**src/rtl/mdu_pkg.sv**
```systemverilog
// Shared types and constants for the multiply/divide unit and its HI/LO registers.
package mdu_pkg;

    localparam int XLEN_DEFAULT = 32;
    localparam logic [XLEN_DEFAULT-1:0] DIV0_QUOTIENT = '1;

    typedef enum logic [2:0] {
        OP_MULT  = 3'd0,
        OP_MULTU = 3'd1,
        OP_DIV   = 3'd2,
        OP_DIVU  = 3'd3,
        OP_MTHI  = 3'd4,
        OP_MTLO  = 3'd5
    } mdu_op_e;

    typedef enum logic [1:0] {
        ST_IDLE = 2'd0,
        ST_CALC = 2'd1,
        ST_FIX  = 2'd2
    } mdu_state_e;

endpackage

```
**src/rtl/mdu_iter_core.sv**
```systemverilog
// Shared iterative datapath: one shift-add (multiply) or restoring shift-subtract
// (divide) step per cycle on a 2*XLEN accumulator against a held operand.
module mdu_iter_core
    import mdu_pkg::*;
#(
    parameter int XLEN = XLEN_DEFAULT
) (
    input  logic              clk,
    input  logic              rst_b,
    input  logic              load_i,
    input  logic              step_i,
    input  logic              div_i,
    input  logic [XLEN-1:0]   a_i,
    input  logic [XLEN-1:0]   b_i,
    output logic [2*XLEN-1:0] acc_o
);

    logic [2*XLEN-1:0] acc_q, acc_d;
    logic [XLEN-1:0]   opb_q;
    logic [XLEN:0]     add_sum;
    logic [XLEN+1:0]   sub_diff;

    // Divide trial uses XLEN+1 bits of partial remainder so the shifted-out MSB is kept.
    always_comb begin
        add_sum  = {1'b0, acc_q[2*XLEN-1:XLEN]} + (acc_q[0] ? {1'b0, opb_q} : '0);
        sub_diff = {1'b0, acc_q[2*XLEN-1:XLEN-1]} - {2'b00, opb_q};
        acc_d    = acc_q;
        if (load_i) begin
            acc_d = {{XLEN{1'b0}}, a_i};
        end else if (step_i) begin
            if (!div_i) begin
                acc_d = {add_sum, acc_q[XLEN-1:1]};
            end else if (!sub_diff[XLEN+1]) begin
                acc_d = {sub_diff[XLEN-1:0], acc_q[XLEN-2:0], 1'b1};
            end else begin
                acc_d = {acc_q[2*XLEN-2:XLEN-1], acc_q[XLEN-2:0], 1'b0};
            end
        end
    end

    always_ff @(posedge clk or negedge rst_b) begin
        if (!rst_b) begin
            acc_q <= '0;
            opb_q <= '0;
        end else begin
            acc_q <= acc_d;
            if (load_i) begin
                opb_q <= b_i;
            end
        end
    end

    assign acc_o = acc_q;

endmodule

```
**src/rtl/mdu_hilo.sv**
```systemverilog
// Multiply/divide unit with architectural HI/LO: FSM, operand sign handling,
// flush and HI/LO commit around the shared iterative core.
module mdu_hilo
    import mdu_pkg::*;
#(
    parameter int XLEN = XLEN_DEFAULT
) (
    input  logic            clk,
    input  logic            rst_b,
    input  logic            op_valid,
    input  logic [2:0]      op_code,
    input  logic [XLEN-1:0] rs_data,
    input  logic [XLEN-1:0] rt_data,
    input  logic            flush,
    output logic            busy,
    output logic [XLEN-1:0] hi,
    output logic [XLEN-1:0] lo
);

    localparam int CW = $clog2(XLEN);
    localparam logic [CW-1:0] LAST = CW'(XLEN - 1);
    localparam logic [XLEN-1:0] DIV0_Q = XLEN'(DIV0_QUOTIENT);

    mdu_state_e        state_q;
    logic [CW-1:0]     count_q;
    logic [XLEN-1:0]   hi_q, lo_q, rs_q;
    logic              is_div_q, div0_q, neg_res_q, neg_rem_q;
    logic [2*XLEN-1:0] acc;

    mdu_op_e         op;
    logic            is_arith, signed_op, sa, sb, load, step;
    logic [XLEN-1:0] mag_a, mag_b, quo, rem;

    function automatic logic [XLEN-1:0] magnitude(input logic [XLEN-1:0] v, input logic neg);
        return neg ? -v : v;
    endfunction

    assign op        = mdu_op_e'(op_code);
    assign is_arith  = (op == OP_MULT) || (op == OP_MULTU) || (op == OP_DIV) || (op == OP_DIVU);
    assign signed_op = (op == OP_MULT) || (op == OP_DIV);
    assign sa        = signed_op & rs_data[XLEN-1];
    assign sb        = signed_op & rt_data[XLEN-1];
    assign mag_a     = magnitude(rs_data, sa);
    assign mag_b     = magnitude(rt_data, sb);
    assign load      = (state_q == ST_IDLE) && op_valid && !flush && is_arith;
    assign step      = (state_q == ST_CALC) && !flush;
    assign quo       = acc[XLEN-1:0];
    assign rem       = acc[2*XLEN-1:XLEN];

    mdu_iter_core #(.XLEN(XLEN)) u_core (
        .clk    (clk),
        .rst_b  (rst_b),
        .load_i (load),
        .step_i (step),
        .div_i  (is_div_q),
        .a_i    (mag_a),
        .b_i    (mag_b),
        .acc_o  (acc)
    );

    always_ff @(posedge clk or negedge rst_b) begin
        if (!rst_b) begin
            state_q   <= ST_IDLE;
            count_q   <= '0;
            hi_q      <= '0;
            lo_q      <= '0;
            rs_q      <= '0;
            is_div_q  <= 1'b0;
            div0_q    <= 1'b0;
            neg_res_q <= 1'b0;
            neg_rem_q <= 1'b0;
        end else begin
            case (state_q)
                ST_IDLE: begin
                    if (op_valid && !flush) begin
                        case (op)
                            OP_MULT, OP_MULTU, OP_DIV, OP_DIVU: begin
                                state_q   <= ST_CALC;
                                count_q   <= '0;
                                rs_q      <= rs_data;
                                is_div_q  <= (op == OP_DIV) || (op == OP_DIVU);
                                div0_q    <= (rt_data == '0);
                                neg_res_q <= sa ^ sb;
                                neg_rem_q <= sa;
                            end
                            OP_MTHI: hi_q <= rs_data;
                            OP_MTLO: lo_q <= rs_data;
                            default: ;
                        endcase
                    end
                end
                ST_CALC: begin
                    if (flush) begin
                        state_q <= ST_IDLE;
                    end else begin
                        count_q <= count_q + CW'(1);
                        if (count_q == LAST) begin
                            state_q <= ST_FIX;
                        end
                    end
                end
                ST_FIX: begin
                    state_q <= ST_IDLE;
                    if (!flush) begin
                        // Divide-by-zero bypasses sign correction and returns the raw dividend.
                        if (is_div_q && div0_q) begin
                            lo_q <= DIV0_Q;
                            hi_q <= rs_q;
                        end else if (is_div_q) begin
                            lo_q <= neg_res_q ? -quo : quo;
                            hi_q <= neg_rem_q ? -rem : rem;
                        end else begin
                            {hi_q, lo_q} <= neg_res_q ? -acc : acc;
                        end
                    end
                end
                default: state_q <= ST_IDLE;
            endcase
        end
    end

    assign busy = (state_q != ST_IDLE);
    assign hi   = hi_q;
    assign lo   = lo_q;

endmodule

```
**config.mk**
```make
export PLATFORM = sky130hd
export DESIGN_NAME = mdu_hilo
export DESIGN_NICKNAME = d
export VERILOG_FILES = /design/src/rtl/mdu_pkg.sv /design/src/rtl/mdu_iter_core.sv /design/src/rtl/mdu_hilo.sv
export SDC_FILE = /design/constraint.sdc
export NUM_CORES = 1
export LEC_CHECK = 0
export ABC_AREA = 1
export CORE_MARGIN = 2
export CORE_UTILIZATION = 35
export CTS_CLUSTER_SIZE = 25
export DETAILED_ROUTE_END_ITERATION = 8
export SETUP_SLACK_MARGIN = 0.15
export SLEW_MARGIN = 30
export SYNTH_ARGS = -nofsm -noshare
export SYNTH_HDL_FRONTEND = slang
export SYNTH_SLANG_ARGS = --single-unit
```
**constraint.sdc**
```tcl
create_clock -name clk -period 2.9 [get_ports clk]
set_input_delay 0.58 -clock clk [delete_from_list [all_inputs] [get_ports clk]]
set_output_delay 0.58 -clock clk [all_outputs]
set_load 0.05 [all_outputs]
```
* After elaboration in Yosys (flattened, before gate mapping)
Cells that the tools add are included.
** Operators by class
- Add/sub/neg operators :: 8
- Equality and inequality tests :: 15
- Mux-type cells :: 31
- Bitwise operators :: 3
- Reductions and logical operators :: 25
** Operators with widths (count)
- 32-bit two-way mux :: 15
- 64-bit two-way mux :: 5
- 32-bit negator :: 4
- 32-bit one-hot mux with 2 select lines :: 2
- 64-bit negator :: 1
- 33-bit by 32-bit subtractor with 34-bit output :: 1
- 32-bit by 33-bit adder with 33-bit output :: 1
- 32-bit logical NOT :: 1
- 5-bit two-way mux :: 3
- 4-bit AND reduction :: 3
- 5-bit one-hot mux with 2 select lines :: 1
- 2-bit two-way mux :: 4
- 2-bit by 1-bit != test with 1-bit output (second input constant) :: 4
- 2-bit nonzero test :: 4
- 3-bit by 2-bit == test with 1-bit output (second input constant) :: 2
- 3-bit == test (second input constant) :: 2
- 1-bit logical AND :: 6
- 3-bit AND reduction :: 2
- 5-bit by 1-bit adder with 5-bit output (second input constant) :: 1
- 5-bit == test (second input constant) :: 1
- 1-bit logical OR :: 5
- 2-bit != test (second input constant) :: 2
- 2-bit one-hot mux with 2 select lines :: 1
- 4-bit OR reduction :: 1
- 9 further kinds :: 10
** Word-level totals
- Register bits :: 203
- Input bits :: 71
- Output and inout port bits :: 65
- Word-level logic and storage cells :: 93

* Longest topological paths before layout
Gate-level depths: netlist of run 1.
- Depth after elaboration :: 6
- Depth in mapped cells :: 20
- Depth with buffers taken out :: 18

* Cells and area by module
From an unflattened synthesis of run 1, not the netlist that was laid out.
** Second synthesis, totals
- Cells, all modules :: 3126
- Area total of the unflattened synthesis :: 18961.9 sq um
** Modules (own cells, without submodules)
- mdu_iter_core :: instances 1, cells an instance 1635, area an instance 9716.8 sq um, sequential area each 2402.3 sq um
- mdu_hilo :: instances 1, cells an instance 1491, area an instance 9245.1 sq um, sequential area each 2677.6 sq um

* Least setup slack after synthesis of run 1
OpenSTA, ideal clock, no wires.
- Kind :: reg-to-reg
- Start :: reg u_core.acc_q[0] (netlist: u_core.acc_o[0])
- End :: reg u_core.acc_q[59] (netlist: u_core.acc_o[59])
- Library setup time :: 116 ps
- Arrival :: 2401 ps
- Data required time :: 2784 ps
- Slack :: 382 ps
- Stages on the path, launching flop included :: 20
- Path buffers :: 2
- Period minus slack after synthesis :: 2518 ps
- Cells stage by stage :: dfrtp_1 buf_2 buf_1 nand2_1 inv_1 ha_1 inv_1 fa_1 o21ai_2 nand2_1 nand2_1 nand2_1 nand2_1 nand2_1 nand3_1 nand2_1 nor2_1 nor2_1 nand2_1 nand2_1
** Between the ends
- Longest elaborated chain between the ends :: 5
** Ends and longest elaborated chain
- start: declaration :: RTL line mdu_iter_core.sv:18 : logic [2*XLEN-1:0] acc_q, acc_d;
- start signal: assignment :: RTL line mdu_iter_core.sv:43 : acc_q <= '0;
- start signal: assignment :: RTL line mdu_iter_core.sv:46 : acc_q <= acc_d;
- 32-bit two-way mux :: RTL line mdu_iter_core.sv:25 : add_sum = {1'b0, acc_q[2*XLEN-1:XLEN]} + (acc_q[0] ? {1'b0, opb_q} : '0);
- 32-bit by 33-bit adder with 33-bit output :: RTL line mdu_iter_core.sv:25
- 64-bit two-way mux :: RTL line mdu_iter_core.sv:31 : if (!div_i) begin
- 64-bit two-way mux :: RTL line mdu_iter_core.sv:30 : end else if (step_i) begin
- 64-bit two-way mux :: RTL line mdu_iter_core.sv:28 : if (load_i) begin
No other way between the ends. The select of a mux whose other input is x is not followed.
A chain may end at the register's enable or synchronous reset.

* Worst setup path in the final report of run 1
- Start :: reg u_core.opb_q[7]
- End :: reg u_core.acc_q[48] (netlist: u_core.acc_o[48])
** Between the ends
- Longest elaborated chain between the ends :: 5
- Elaborated cells between the ends (all ways) :: 7
- Those cells by class :: add/sub (2); mux (5)
** Ends and longest elaborated chain
- start: declaration :: RTL line mdu_iter_core.sv:19 : logic [XLEN-1:0] opb_q;
- start signal: assignment :: RTL line mdu_iter_core.sv:48 : opb_q <= b_i;
- 32-bit two-way mux or 33-bit by 32-bit subtractor with 34-bit output (tied branches) :: RTL line mdu_iter_core.sv:25, mdu_iter_core.sv:26
- 32-bit by 33-bit adder with 33-bit output or 64-bit two-way mux (tied branches) :: RTL line mdu_iter_core.sv:25, mdu_iter_core.sv:33
- 64-bit two-way mux * :: RTL line mdu_iter_core.sv:31
- 64-bit two-way mux * :: RTL line mdu_iter_core.sv:30
- 64-bit two-way mux * :: RTL line mdu_iter_core.sv:28
Mark *: on every way between the ends. The rest lies on a longest branch, timed or not. The select of a mux whose other input is x is not followed.

==> impl_results.md, run 1 <==
* First-pass GRT wire length at 121000 um
* Via density at 5.42
* CTS tree: done
* Via count of the routed design at roughly 22000
* Input/output buffers at 135
* Wirelength per Cell at a little over 20 um
* Post-route setup slack at 0.254 ns
* Width of the die at approximately 240 um
* Starting Density at 0.352
* Die area at 55800 sq um
* Synthesized area at 18900 sq um
* CTS sink cnt at 203
* Post-route design area at roughly 23000 sq um
* Crit Path Class: reg2reg
* Layout cells sized above 1 at 0.0833
* Total GRT Usage at 0.283
* Number of CTS-inserted buffers at 26
* Final Critical Period at 2.65 ns
* Hold Path Class: reg2reg
* Syn_nets at ~3300
* Largest net degree at the start of global routing at around 70
* Reg-to-reg critical path startpoint: u_core.opb_q[7]
* Final setup viols at 0
* CP Launch Point: u_core.opb_q[7]
* Outcome: completed
* Worst Setup End Kind: register
* Setup Skew at around 0.028 ns
* RePlAce Congestion at 1.00
* Synth cell types at 56
* I/O pins at between 100 and 150
* Max FO, Critical Path at 18
* CP required at about 3.4 ns
* Clk Latency, worst-skew pair at around 0.58 ns
* Final Hold Viols at 0
* Yosys warns at 0
* H-tree depth at 1
* Crit path max-delay family: simple AND/OR/NAND/NOR gates
* Post-synth ARST share at 1.00
* Avg Cell Area, Syn at 6.04 sq um
* Share of the synthesized area in the top cell type at 0.269
* Crit path top cell by count: nand2_4
* Post-synth top area cell: dfrtp_1
* Max-Cap Viols at 0
* Pwr Density at 919 nW/um^2
* Startpoint types: register
* Tcrit/Tclk final at 0.912
* DRT Pass-1 Iters at 8
* Final ANT Viol Nets at 0
* Slew HR at 0.422
* Area Overhead vs Synth at 19.3%
* Net count, final at 3427
* Root buffer cell: clkbuf_16
* Initial DRC Count at 2264
* Leakage at 10.9 nW
* Critical path's slowest cell: dfrtp_1
* Dpl cell area at 21600 sq um
* Setup TNS at 0 ns
* Seq/Total Area, Yosys at 0.269
* Pre-CTS setup slack at 0.0554 ns
* Max frequency at 0.378 GHz
* Yosys reg bits at 203
* Tot Pwr at 0.0207 W
* DR DRC count at 0
* Crit-path max cell delay at 0.56 ns
* Main synth FF type: dfrtp_1
* Worst-margin pin slew at 0.867 ns
* Rows at 85
* RSZ-0062 raised after global routing: false
* CTS Buffer Depth at 3
* Number of synthesized flops with an enable pin at 0
* DP Wirelength at 64200 um
* Die H at between 200 and 250 um
* Vias in the first global route at 19600
* Core ar. at roughly 54000 sq um
* Mapped Cells at 3123
* Crit-path cells: inv_1 > ha_1 > nand2_2 > o21ai_1 > inv_1 > nand3_2 > nand2_2 > nand2_4 > nand2_4 > nand2_4 > buf_12 > nand4_1 > nand3b_1 > nand2_1
* Initial antenna violation count at 2
* Total congestion overflow at 0
* Final Util at 0.420
* Maximum vdd drop at 0.000514 V
* Worst path bufs/invs at 3
* Synth top area cells: dfrtp_1 27%, nand2_1 16%, nor2_1 8.3%, inv_1 8.1%, a21oi_1 6.7%
* Final wirelength at 80600 um
* Max-slew violations at 0
* HP Start: lo[29]
* Clock slew at reported path FFs at 0.07 ns
* CP Data Arrival Time at 3.10 ns
## metal layers
metal | track usage | part of all wire | routed length, um
met5 | 0 | 0 | 0
met4 | 0.110 | 0.043 | 3430
met3 | 0.0561 | 0.097 | 7800
met2 | 0.413 | 0.41 | 33400
met1 | 0.408 | 0.45 | 36000
## placed cells by master, fill, tap and decap left out, types with 20 or more instances in the layout
| cell type | netlist | final |
|---|---|---|
| o21ai_0 | 214 | 213 |
| inv_1 | 406 | 404 |
| a31oi_1 | 20 | 20 |
| nand3_1 | 252 | 252 |
| nand3b_1 | 31 | 31 |
| nand2_1 | 823 | 819 |
| nor2_1 | 415 | 412 |
| clkbuf_16 | 0 | 26 |
| nand2_2 | 21 | 25 |
| buf_4 | 1 | 97 |
| clkdlybuf4s50_1 | 0 | 134 |
| a21oi_1 | 253 | 249 |
| o21ai_1 | 29 | 29 |
| nor3_1 | 38 | 38 |
| ha_1 | 70 | 68 |
| nand4_1 | 51 | 51 |
| dfrtp_1 | 203 | 198 |
## final timing paths
check | cells after the start | slack, ns | endpoint
worst min register to register | 2 | 0.48 | lo[29]
max in group asynchronous | 3 | 1.49 | u_core.acc_o[8]
worst max register to register | 14 | 0.25 | u_core.acc_o[48]
worst min-delay path | 2 | 0.48 | lo[29]
worst max-delay path | 14 | 0.25 | u_core.acc_o[48]
min in group asynchronous | 2 | 0.54 | u_core.opb_q[20]
## worst register-to-register path, stage by stage, from the launching register on
cell and delay [ns]:
dfrtp_1 0.56, inv_1 0.08, ha_1 0.41, nand2_2 0.12, o21ai_1 0.20, inv_1 0.07, nand3_2 0.10, nand2_2 0.08
nand2_4 0.07, nand2_4 0.05, nand2_4 0.16, buf_12 0.18, nand4_1 0.23, nand3b_1 0.17, nand2_1 0.06
## registers in the layout, indices dropped and copies added (netlist names), 2 cells and up
| register | count |
|---|---|
| count_q | 5 |
| hi | 32 |
| lo | 32 |
| rs_q | 32 |
| state_q | 2 |
| u_core.acc_o | 64 |
| u_core.opb_q | 32 |
## where the power goes
part	internal (W)	total [W]	switching, W	leakage, nW
combinational	0.00404	0.0126	0.00856	8.05
clock	0.00210	0.00350	0.00139	0.432
sequential	0.00366	0.00460	0.000945	2.40
total	0.00980	0.0207	0.0109	10.9
## timing repair
| action | CTS | global route |
|---|---|---|
| resized for setup | 0 | 17 |
| setup buffers | 0 | 0 |
| hold endpoints to repair | 8 | 0 |
| hold buffers | 1 | 0 |
| setup endpoints to repair | 0 | 19 |
## stage by stage
stage	hold slack, ns	instances
2_1_floorplan	0.284	3123
3_3_place_gp	0.466	3951
3_5_place_dp	0.475	3951
4_1_cts	0.489	3998
5_1_grt	0.510	3998
6_report	0.483	4000
## Yosys cell counts (18+ instances only)
cell / instances
nor3_1: 38
nand3b_1: 31
nand2_1: 823
nand2_2: 21
ha_1: 70
nor2_1: 415
clkbuf_1: 57
o21ai_1: 29
xor2_1: 19
inv_1: 406
a31oi_1: 20
nor2_2: 18
nand4_1: 51
nand3_1: 252
a21oi_1: 253
buf_2: 31
o21ai_0: 214
dfrtp_1: 203
## cells by family (layout without fill, tap and decap cells)
| kind of cell | Yosys count | after routing | synth area share |
|---|---|---|---|
| DFF | 203 | 203 | 0.269 |
| AOI/OAI and AO/OA | 592 | 592 | 0.169 |
| xor gates and xnor gates | 25 | 25 | 0.0116 |
| and+or+nand+nor | 1696 | 1696 | 0.389 |
| buffers and inverters | 535 | 714 | 0.112 |
| adders and majority gates | 72 | 72 | 0.0485 |
| other | 0 | 2 | 0 |
## layout make-up
type                    instances  area (sq um)
diodes                          2          5.00
well taps                     696           871
repair buffers                245          2330
clock inverters                10           170
inverters                     423          1590
clock buffers                  36           728
multi-input cells            2385         11700
flip-flops and latches        203          5090
fillers                      5766         31100
No activity file was read; power rests on OpenSTA's default activity.
==> run 2, diff against run 1 <==
- SKIP_LAST_GASP: unset -> 1
==> results of run 2 <==
Final layout, timing and power as in run 1 (identical DEF).
